--- src/rtl/spi_pkg.sv ---
// Shared constants and types for the ADXL362 SPI burst master.
// Instruction codes, register addresses and the transaction FSM states.
package spi_pkg;

    localparam logic [7:0] INSTR_WRITE = 8'h0A;
    localparam logic [7:0] INSTR_READ  = 8'h0B;
    localparam logic [7:0] INSTR_FIFO  = 8'h0D;

    localparam logic [7:0] XDATA = 8'h08;
    localparam logic [7:0] YDATA = 8'h09;
    localparam logic [7:0] ZDATA = 8'h0A;

    // Instruction + address header length in bits
    localparam int HDR_BITS = 16;

    typedef enum logic [2:0] {
        IDLE,
        SETUP,
        SHIFT,
        HOLD,
        GAP
    } state_e;

endpackage

--- src/rtl/spi_sclk_gen.sv ---
// SCLK divider: toggles SCLK every CLK_DIV cycles while EN is high.
// Ports: CLK, RST_N (sync, active low), EN in; SCLK, RISE, FALL out.
// RISE/FALL are one-cycle strobes on the cycle before SCLK changes.
module spi_sclk_gen #(
    parameter int CLK_DIV = 1221
) (
    input  logic CLK,
    input  logic RST_N,
    input  logic EN,
    output logic SCLK,
    output logic RISE,
    output logic FALL
);

    localparam int CW = (CLK_DIV > 1) ? $clog2(CLK_DIV) : 1;
    localparam logic [CW-1:0] LAST = CW'(CLK_DIV - 1);

    logic [CW-1:0] cnt_q, cnt_d;
    logic          sclk_q, sclk_d;
    logic          wrap;

    // Strobes depend only on registers, so EN may be derived from them
    // without a combinational loop. cnt is 0 when disabled and
    // CLK_DIV>=2, so no strobe fires while idle.
    assign wrap = (cnt_q == LAST);
    assign RISE = wrap & ~sclk_q;
    assign FALL = wrap & sclk_q;
    assign SCLK = sclk_q;

    always_comb begin
        cnt_d  = '0;
        sclk_d = 1'b0;
        if (EN) begin
            cnt_d  = wrap ? '0 : cnt_q + CW'(1);
            sclk_d = sclk_q ^ wrap;
        end
    end

    always_ff @(posedge CLK) begin
        if (!RST_N) begin
            cnt_q  <= '0;
            sclk_q <= 1'b0;
        end else begin
            cnt_q  <= cnt_d;
            sclk_q <= sclk_d;
        end
    end

endmodule

--- src/rtl/spi_burst_master.sv ---
// SPI mode-0 burst master: {INSTR,ADDR} header then 0..MAX_BYTES data
// bytes, written from WR_DATA (WR_ACK handshake) or read to RD_DATA.
// In:  CLK, RST_N, START, RW, INSTR, ADDR, LEN, WR_DATA, MISO.
// Out: WR_ACK, RD_DATA, RD_VALID, BUSY, DONE, CS, SCLK, MOSI.
module spi_burst_master
    import spi_pkg::*;
#(
    parameter int CLK_DIV   = 1221,
    parameter int MAX_BYTES = 8,
    parameter int LEN_W     = $clog2(MAX_BYTES + 1)
) (
    input  logic             CLK,
    input  logic             RST_N,
    input  logic             START,
    input  logic             RW,
    input  logic [7:0]       INSTR,
    input  logic [7:0]       ADDR,
    input  logic [LEN_W-1:0] LEN,
    input  logic [7:0]       WR_DATA,
    output logic             WR_ACK,
    output logic [7:0]       RD_DATA,
    output logic             RD_VALID,
    output logic             BUSY,
    output logic             DONE,
    output logic             CS,
    output logic             SCLK,
    output logic             MOSI,
    input  logic             MISO
);

    localparam int BMAX = HDR_BITS + 8 * MAX_BYTES;
    localparam int BW   = $clog2(BMAX);
    localparam int GW   = (CLK_DIV > 1) ? $clog2(CLK_DIV) : 1;

    localparam logic [BW-1:0]    HDR      = BW'(HDR_BITS);
    localparam logic [LEN_W-1:0] MAXL     = LEN_W'(MAX_BYTES);
    localparam logic [GW-1:0]    GAP_LAST = GW'(CLK_DIV - 1);

    state_e        state_q, state_d;
    logic [BW-1:0] bit_q, bit_d;
    logic [BW-1:0] last_q, last_d;
    logic [14:0]   tx_q, tx_d;
    logic          mosi_q, mosi_d;
    logic          rw_q, rw_d;
    logic [6:0]    rx_q, rx_d;
    logic [7:0]    rd_data_q, rd_data_d;
    logic          rd_valid_q, rd_valid_d;
    logic          wr_ack_q, wr_ack_d;
    logic          done_q, done_d;
    logic          samp_q, samp_d;
    logic          cs_q, cs_d;
    logic          busy_q, busy_d;
    logic [GW-1:0] gap_q, gap_d;

    logic             sclk_en;
    logic             rise;
    logic             fall;
    logic [LEN_W-1:0] len_c;
    logic [BW-1:0]    bit_nx;

    spi_sclk_gen #(
        .CLK_DIV(CLK_DIV)
    ) u_sclk (
        .CLK  (CLK),
        .RST_N(RST_N),
        .EN   (sclk_en),
        .SCLK (SCLK),
        .RISE (rise),
        .FALL (fall)
    );

    assign len_c  = (LEN > MAXL) ? MAXL : LEN;
    assign bit_nx = bit_q + BW'(1);

    assign cs_d   = !(state_d inside {SETUP, SHIFT, HOLD});
    assign busy_d = (state_d != IDLE);

    always_comb begin
        state_d    = state_q;
        bit_d      = bit_q;
        last_d     = last_q;
        tx_d       = tx_q;
        mosi_d     = mosi_q;
        rw_d       = rw_q;
        rx_d       = rx_q;
        rd_data_d  = rd_data_q;
        rd_valid_d = 1'b0;
        wr_ack_d   = 1'b0;
        done_d     = 1'b0;
        samp_d     = 1'b0;
        gap_d      = '0;
        sclk_en    = 1'b0;

        // MISO is taken in the first cycle SCLK is high
        if (samp_q) begin
            rx_d = {rx_q[5:0], MISO};
            if (bit_q[2:0] == 3'd7) begin
                rd_data_d  = {rx_q, MISO};
                rd_valid_d = 1'b1;
            end
        end

        unique case (state_q)
            IDLE: begin
                if (START) begin
                    state_d = SETUP;
                    rw_d    = RW;
                    bit_d   = '0;
                    rx_d    = '0;
                    last_d  = BW'(HDR_BITS - 1) + BW'({len_c, 3'b000});
                    mosi_d  = INSTR[7];
                    tx_d    = {INSTR[6:0], ADDR};
                end
            end
            SETUP: begin
                sclk_en = 1'b1;
                if (rise) begin
                    state_d = SHIFT;
                end
            end
            SHIFT: begin
                sclk_en = 1'b1;
                if (rise) begin
                    samp_d = rw_q && (bit_q >= HDR);
                end
                if (fall) begin
                    if (bit_q == last_q) begin
                        state_d = HOLD;
                        mosi_d  = 1'b0;
                    end else begin
                        bit_d = bit_nx;
                        // Data byte boundary: reload from WR_DATA or idle low
                        if (bit_nx >= HDR && bit_nx[2:0] == 3'd0) begin
                            if (rw_q) begin
                                mosi_d = 1'b0;
                                tx_d   = '0;
                            end else begin
                                mosi_d   = WR_DATA[7];
                                tx_d     = {WR_DATA[6:0], 8'h00};
                                wr_ack_d = 1'b1;
                            end
                        end else begin
                            mosi_d = tx_q[14];
                            tx_d   = {tx_q[13:0], 1'b0};
                        end
                    end
                end
            end
            HOLD: begin
                // The divider's next rise strobe marks the end of hold;
                // dropping EN there keeps SCLK low.
                sclk_en = !rise;
                if (rise) begin
                    state_d = GAP;
                    done_d  = 1'b1;
                end
            end
            GAP: begin
                if (gap_q == GAP_LAST) begin
                    state_d = IDLE;
                end else begin
                    gap_d = gap_q + GW'(1);
                end
            end
            default: begin
                state_d = IDLE;
            end
        endcase
    end

    always_ff @(posedge CLK) begin
        if (!RST_N) begin
            state_q    <= IDLE;
            bit_q      <= '0;
            last_q     <= '0;
            tx_q       <= '0;
            mosi_q     <= 1'b0;
            rw_q       <= 1'b0;
            rx_q       <= '0;
            rd_data_q  <= '0;
            rd_valid_q <= 1'b0;
            wr_ack_q   <= 1'b0;
            done_q     <= 1'b0;
            samp_q     <= 1'b0;
            cs_q       <= 1'b1;
            busy_q     <= 1'b0;
            gap_q      <= '0;
        end else begin
            state_q    <= state_d;
            bit_q      <= bit_d;
            last_q     <= last_d;
            tx_q       <= tx_d;
            mosi_q     <= mosi_d;
            rw_q       <= rw_d;
            rx_q       <= rx_d;
            rd_data_q  <= rd_data_d;
            rd_valid_q <= rd_valid_d;
            wr_ack_q   <= wr_ack_d;
            done_q     <= done_d;
            samp_q     <= samp_d;
            cs_q       <= cs_d;
            busy_q     <= busy_d;
            gap_q      <= gap_d;
        end
    end

    assign WR_ACK   = wr_ack_q;
    assign RD_DATA  = rd_data_q;
    assign RD_VALID = rd_valid_q;
    assign BUSY     = busy_q;
    assign DONE     = done_q;
    assign CS       = cs_q;
    assign MOSI     = mosi_q;

endmodule

--- config.mk ---
export PLATFORM = sky130hd
export DESIGN_NAME = spi_burst_master
export DESIGN_NICKNAME = d
export VERILOG_FILES = /design/src/rtl/spi_pkg.sv /design/src/rtl/spi_sclk_gen.sv /design/src/rtl/spi_burst_master.sv
export SDC_FILE = /design/constraint.sdc
export NUM_CORES = 1
export LEC_CHECK = 0
export BUFFER_PORTS_ARGS = -buffer_cell sky130_fd_sc_hd__buf_4
export CAP_MARGIN = 15
export CORE_MARGIN = 2
export CORE_UTILIZATION = 32
export CTS_BUF_LIST = sky130_fd_sc_hd__clkbuf_8
export CTS_CLUSTER_SIZE = 28
export DETAILED_ROUTE_END_ITERATION = 8
export PLACE_DENSITY = 0.6
export SYNTH_ARGS = -nofsm -noshare
export SYNTH_HDL_FRONTEND = slang
export SYNTH_SLANG_ARGS = --single-unit
--- constraint.sdc ---
create_clock -name CLK -period 3.5 [get_ports CLK]
set_input_delay 1.05 -clock CLK [delete_from_list [all_inputs] [get_ports CLK]]
set_output_delay 1.05 -clock CLK [all_outputs]
set_load 0.02 [all_outputs]
# Word level (Yosys, flattened, before mapping)
# Cells that the tools add are included.
# Widths: inputs -> output; s select.
[totals]
register_bits = 78
inputBits = 33
out_inout_bits = 15
word_cells = 100
[classes]
n_addsub = 4
magnitude_cmp = 3
n_eq_ne = 14
muxes = 31
bitwise = 10
n_reduce_logical = 21
[ops]
columns = ["operator", "n"]
rows = [
  ["$mux 15", 5],
  ["$mux 7", 6],
  ["$pmux 15 s2", 1],
  ["$add 11x1->11 const B", 2],
  ["$eq 11x11->1 const B", 2],
  ["$mux 3", 6],
  ["$pmux 3 s5", 1],
  ["$ge 7x5->1 const B", 2],
  ["$pmux 7 s2", 1],
  ["$eq 3x2->1 const B", 4],
  ["$reduce_and 2->1", 5],
  ["$mux 1", 8],
  ["$add 4x7->7 const A", 1],
  ["$add 7x1->7 const B", 1],
  ["$eq 7x7->1", 1],
  ["$not 1->1", 7],
  ["$eq 3x1->1 const B", 2],
  ["$eq 3x3->1 const B", 2],
  ["$logic_not 3->1", 2],
  ["$ne 2x2->1 const B", 3],
  ["$reduce_and 3->1", 2],
  ["$reduce_bool 3->1", 2],
  ["$reduce_or 3->1", 2],
  ["$reduce_or 5->1", 1],
  ["10 further kinds", 14],
]

# Logic depth before layout (Yosys ltp)
[depth]
ltp_word = 7
ltp_mapped = 11
depth_no_buf = 10

# Modules after synthesis
# A second synthesis with hierarchy kept.
[unflattened]
cells_unflattened = 405
area_unflattened_um2 = 3569.7
[by_module_without_submodules]
columns = ["mod", "instances", "cells_each", "area_each_um2", "seq_area_each_um2"]
rows = [
  ["spi_burst_master", 1, 343, 3000.4, 1281.2],
  ["spi_sclk_gen", 1, 62, 569.3, 240.2],
]

# Worst setup path after synthesis
# Ideal clock, no wire load.
[synth_path]
kind = "register to register"
from = "register u_sclk.cnt_q[4] (netlist name)"
to = "register last_q[4]"
arrival_time_ns = 2.713
required_ns = 3.372
setup_slack_ns = 0.659
stages_incl_launch_ff = 10
path_buffers = 1
synth_period_minus_slack_ns = 2.841
path_cell_list = "dfxtp_1 -> or4b_2 -> nor4_1 -> ha_1 -> nand2_1 -> a211o_1 -> nor2_1 -> buf_2 -> mux2i_1 -> nor2_1"
[synth_rtl]
columns = ["element", "line", "rtl"]
rows = [
  ["end signal: assignment", "spi_burst_master.sv:191", "last_q <= last_d;"],
  ["end: declaration", "spi_burst_master.sv:41", "logic [BW-1:0] last_q, last_d;"],
]

# Worst setup path in the final report
[layout_path]
from = "register u_sclk.cnt_q[2]"
to = "register tx_q[6]"
[layout_between]
elab_chain_len = 4
[layout_rtl]
columns = ["element", "line", "rtl"]
rows = [
  ["start: declaration", "spi_sclk_gen.sv:18", "logic [CW-1:0] cnt_q, cnt_d;"],
  ["start signal: assignment", "spi_sclk_gen.sv:44", "cnt_q <= cnt_d;"],
  ["$eq 11x11->1", "spi_sclk_gen.sv:25", "assign wrap = (cnt_q == LAST);"],
  ["$and 1x1->1", "spi_sclk_gen.sv:27", "assign FALL = wrap & sclk_q;"],
  ["$ne 2x2->1 (no source line)", "--", ""],
  ["$reduce_and 4->1 (no source line)", "--", ""],
  ["end signal: assignment", "spi_burst_master.sv:192", "tx_q <= tx_d;"],
  ["end: declaration", "spi_burst_master.sv:42", "logic [14:0] tx_q, tx_d;"],
]
# Every way passes these cells.
# A chain may end at the register's enable or synchronous reset.

==> flow_summary_export.csv <==
group,metric,value,unit
worst_setup_path,crit_type,"register to register",
logic_synthesis,synthArstFlopShare,0,
logic_synthesis,netlist_instances,383,
route,dr.pass1.iters,4,
clock_tree,ctsHtreeMaxLevel,3,
job,maxCapViolCount,0,
status,outcome,"finished, final reports clean",
pwr,p_leak,1.596,nW
route,vias_per_cell,4.908,
placed_design,place_area,0.003866,sq mm
floorplanning,die_h,107.5,um
logic_synthesis,synth-xor-area-share,0.06392,
floorplanning,pin_count,48,
route,routed_wl,7326,um
clock_tree,cts.repair.resized,0,
timing,setup-violations-final,0,
logic_synthesis,synth_top_family_by_area,"simple AND/OR/NAND/NOR gates",
timing,fin_tns_setup,0,ns
route,drcViolationCount,0,
logic_synthesis,ys_types,48,
clock_tree,clk_path_buf_depth,2,
route,initialDrtViolationCount,164,
route,wl_per_cell,13.01,um
clock_tree,cts_buffers,9,
placed_design,port_buffers,47,
global_routing,grt_pass1_wl,12410,um
logic_synthesis,yosys.area_share.simple,0.2122,
clock_tree,cts_num_sinks,76,
worst_setup_path,path_cells,"or4b_2, nor4_1, ha_1, nand2_1, a211o_1, a31oi_1, o21ai_0, a21oi_1",
logic_synthesis,synth_edf_count,0,
logic_synthesis,yosysWarningCount,0,
logic_synthesis,netlist_area,0.003426,sq mm
route,vias,2763,
logic_synthesis,synthMuxAreaShare,0.05551,
logic_synthesis,synth_compound_area_frac,0.1402,
logic_synthesis,synth_nets,427,
logic_synthesis,synth_seq_area_share,0.4441,
timing,drv_slew,0,
timing,fin_crit_sh,0.8738,
final_layout,final_nets,467,
timing,fmax,0.3270,GHz
worst_setup_path,cp_slowest_stage_delay,0.60,ns
worst_hold_path,hp-class,"register to register",
clock_tree,clkTransAtPathRegs,0.08,ns
placed_design,hpwl,5148,um
floorplanning,rows,37,
logic_synthesis,syn-mean-instance-area,8.945,sq um
floorplanning,initial_core_util,0.3304,
pwr,max-vdd-ir-drop,0.2437,mV
worst_setup_path,endpoint_kind,"register",
global_routing,grt_max_degree,29,
clock_tree,holdBufCountCts,0,
timing,slew_headroom,0.3889,
floorplanning,die_area,0.01155,sq mm
global_routing,antenna_found_initial,0,
route,ant_nets,0,
final_layout,drive_gt1_frac,0.1756,
final_layout,antennaDiodeCount,0,
logic_synthesis,ys.flop_type,"dfxtp_1",
placed_design,placed_cells,548,
global_routing,grt_pass1_vias,2707,
worst_setup_path,startpoint_type,"register",
final_layout,stdcell_count,563,
global_routing,grt_use_total,0.1331,
worst_setup_path,critPathSlowestCell,"or4b_2",
timing,worstMarginPinSlew,0.9139,ns
global_routing,grt.overflow.total,0,
worst_setup_path,crit_fanout,8,
clock_tree,clk_latency,0.34,ns
timing,fin_skew,0.01352,ns
logic_synthesis,synth-seq-cells,76,
floorplanning,core_area,0.01037,sq mm
clock_tree,clk_root_buffer_cell,"clkbuf_8",
timing,grt_setup_unrepaired,"false",
placed_design,place_congestion,0.7956,
worst_setup_path,worstPathArrival,3.33,ns
final_layout,design_area,0.004105,sq mm
timing,hold_viol,0,
timing,min_period,3.058,ns
worst_setup_path,required,3.77,ns
final_layout,area_delta_synth_final,19.83,%
clock_tree,cts_tree,"done",
floorplanning,die_w,107.5,um
clock_tree,cts_setup_buffers,0,
pwr,power.density,444.2,mW/mm^2
logic_synthesis,synth_fa_ha_area_frac,0.04018,
[synthesized netlist by cell type (5+ instances only)]
| cell | instances | share of area |
|---|---|---|
| a21oi_1 | 28 | 0.041 |
| a22oi_1 | 9 | 0.020 |
| and3_1 | 7 | 0.013 |
| buf_2 | 6 | 0.0088 |
| clkbuf_1 | 9 | 0.0099 |
| dfxtp_1 | 76 | 0.44 |
| ha_1 | 11 | 0.040 |
| inv_1 | 13 | 0.014 |
| mux2i_1 | 19 | 0.056 |
| nand2_1 | 17 | 0.019 |
| nand3_1 | 31 | 0.045 |
| nand4_1 | 8 | 0.015 |
| nor2_1 | 46 | 0.050 |
| nor2b_1 | 11 | 0.020 |
| nor3_1 | 5 | 0.0073 |
| o21ai_0 | 11 | 0.016 |
| o22ai_1 | 7 | 0.013 |
| xnor2_1 | 10 | 0.026 |
| xor2_1 | 15 | 0.038 |
[cell type report]
| cell class | count | area (sq um) |
|---|---|---|
| flip-flops and latches | 76 | 1521 |
| clock buffers | 10 | 137.6 |
| well taps | 136 | 170.2 |
| fillers | 1049 | 6265 |
| multi-input cells | 273 | 1754 |
| repair buffers | 49 | 367.9 |
| inverters | 14 | 52.55 |
| clock inverters | 5 | 101.3 |
[metrics by stage]
step	power, mW	hold WS, ns	util	setup WS (ns)
6_report	1.824	0.4595	0.3959	0.4418
5_1_grt	1.896	0.4850	0.3959	0.1887
4_1_cts	1.841	0.4610	0.3959	0.4554
3_5_place_dp	1.046	0.4489	0.3728	0.4934
3_3_place_gp	1.044	0.4464	0.3728	0.5912
2_1_floorplan	0.9957	0.4386	-	0.6593
[sequential cells by signal (all words and copies together), names as in the netlist, 3 cells and up]
name	count
rx_q	7
bit_q	7
RD_DATA	8
gap_q	11
last_q	5
state_q	3
u_sclk.cnt_q	11
tx_q	15
[power breakdown]
group	switching, mW	internal [mW]	leakage [nW]
clock network	0.310	0.487	0.120
registers	0.0153	0.885	0.617
logic	0.0654	0.0606	0.859
total	0.391	1.43	1.60
[worst paths after layout]
| path | start | to | slack [ns] | depth (start not counted) |
|---|---|---|---|---|
| hold reg to reg | rx_q[6] | RD_DATA[7] | 0.46 | 2 |
| setup / recovery | u_sclk.cnt_q[2] | tx_q[6] | 0.44 | 8 |
| hold / removal | rx_q[6] | RD_DATA[7] | 0.46 | 2 |
| setup reg to reg | u_sclk.cnt_q[2] | tx_q[6] | 0.44 | 8 |
[kinds of logic (layout without fill, tap and decap cells)]
kind of cell | after synthesis | in the layout
and+or+nand+nor | 144 | 144
DFF | 76 | 76
AOI/OAI and AO/OA | 74 | 74
buffers and inverters | 34 | 78
xor gates and xnor gates | 25 | 25
muxes | 19 | 19
adders and majority gates | 11 | 11
[critical path, delay by kind of cell (launching register included)]
kind            cells  cell delay, ns
fa+ha+maj           1            0.28
simple gates        3            1.03
flops               1            0.41
compound gates      4            1.26
[per-layer routing]
layer,GRT usage,wire length (um),up-vias
met5,0,0,-
met3,0.02906,310,9
met2,0.2156,3290,53
li1,-,-,1421
met4,0.05495,121,0
met1,0.1714,3603,1280
[cells in the final DEF (no fill, tap or decap), drive strengths merged, types with 11 or more instances in the layout]
| master | Yosys | routed |
|---|---|---|
| mux2i | 19 | 19 |
| ha | 11 | 11 |
| nand2 | 17 | 17 |
| a21oi | 28 | 28 |
| buf | 11 | 49 |
| nor2b | 11 | 11 |
| o21ai | 14 | 14 |
| dfxtp | 76 | 76 |
| xor2 | 15 | 15 |
| inv | 14 | 15 |
| nand3 | 31 | 31 |
| nor2 | 46 | 46 |
Note: power is estimated with default switching activity, not from simulation.
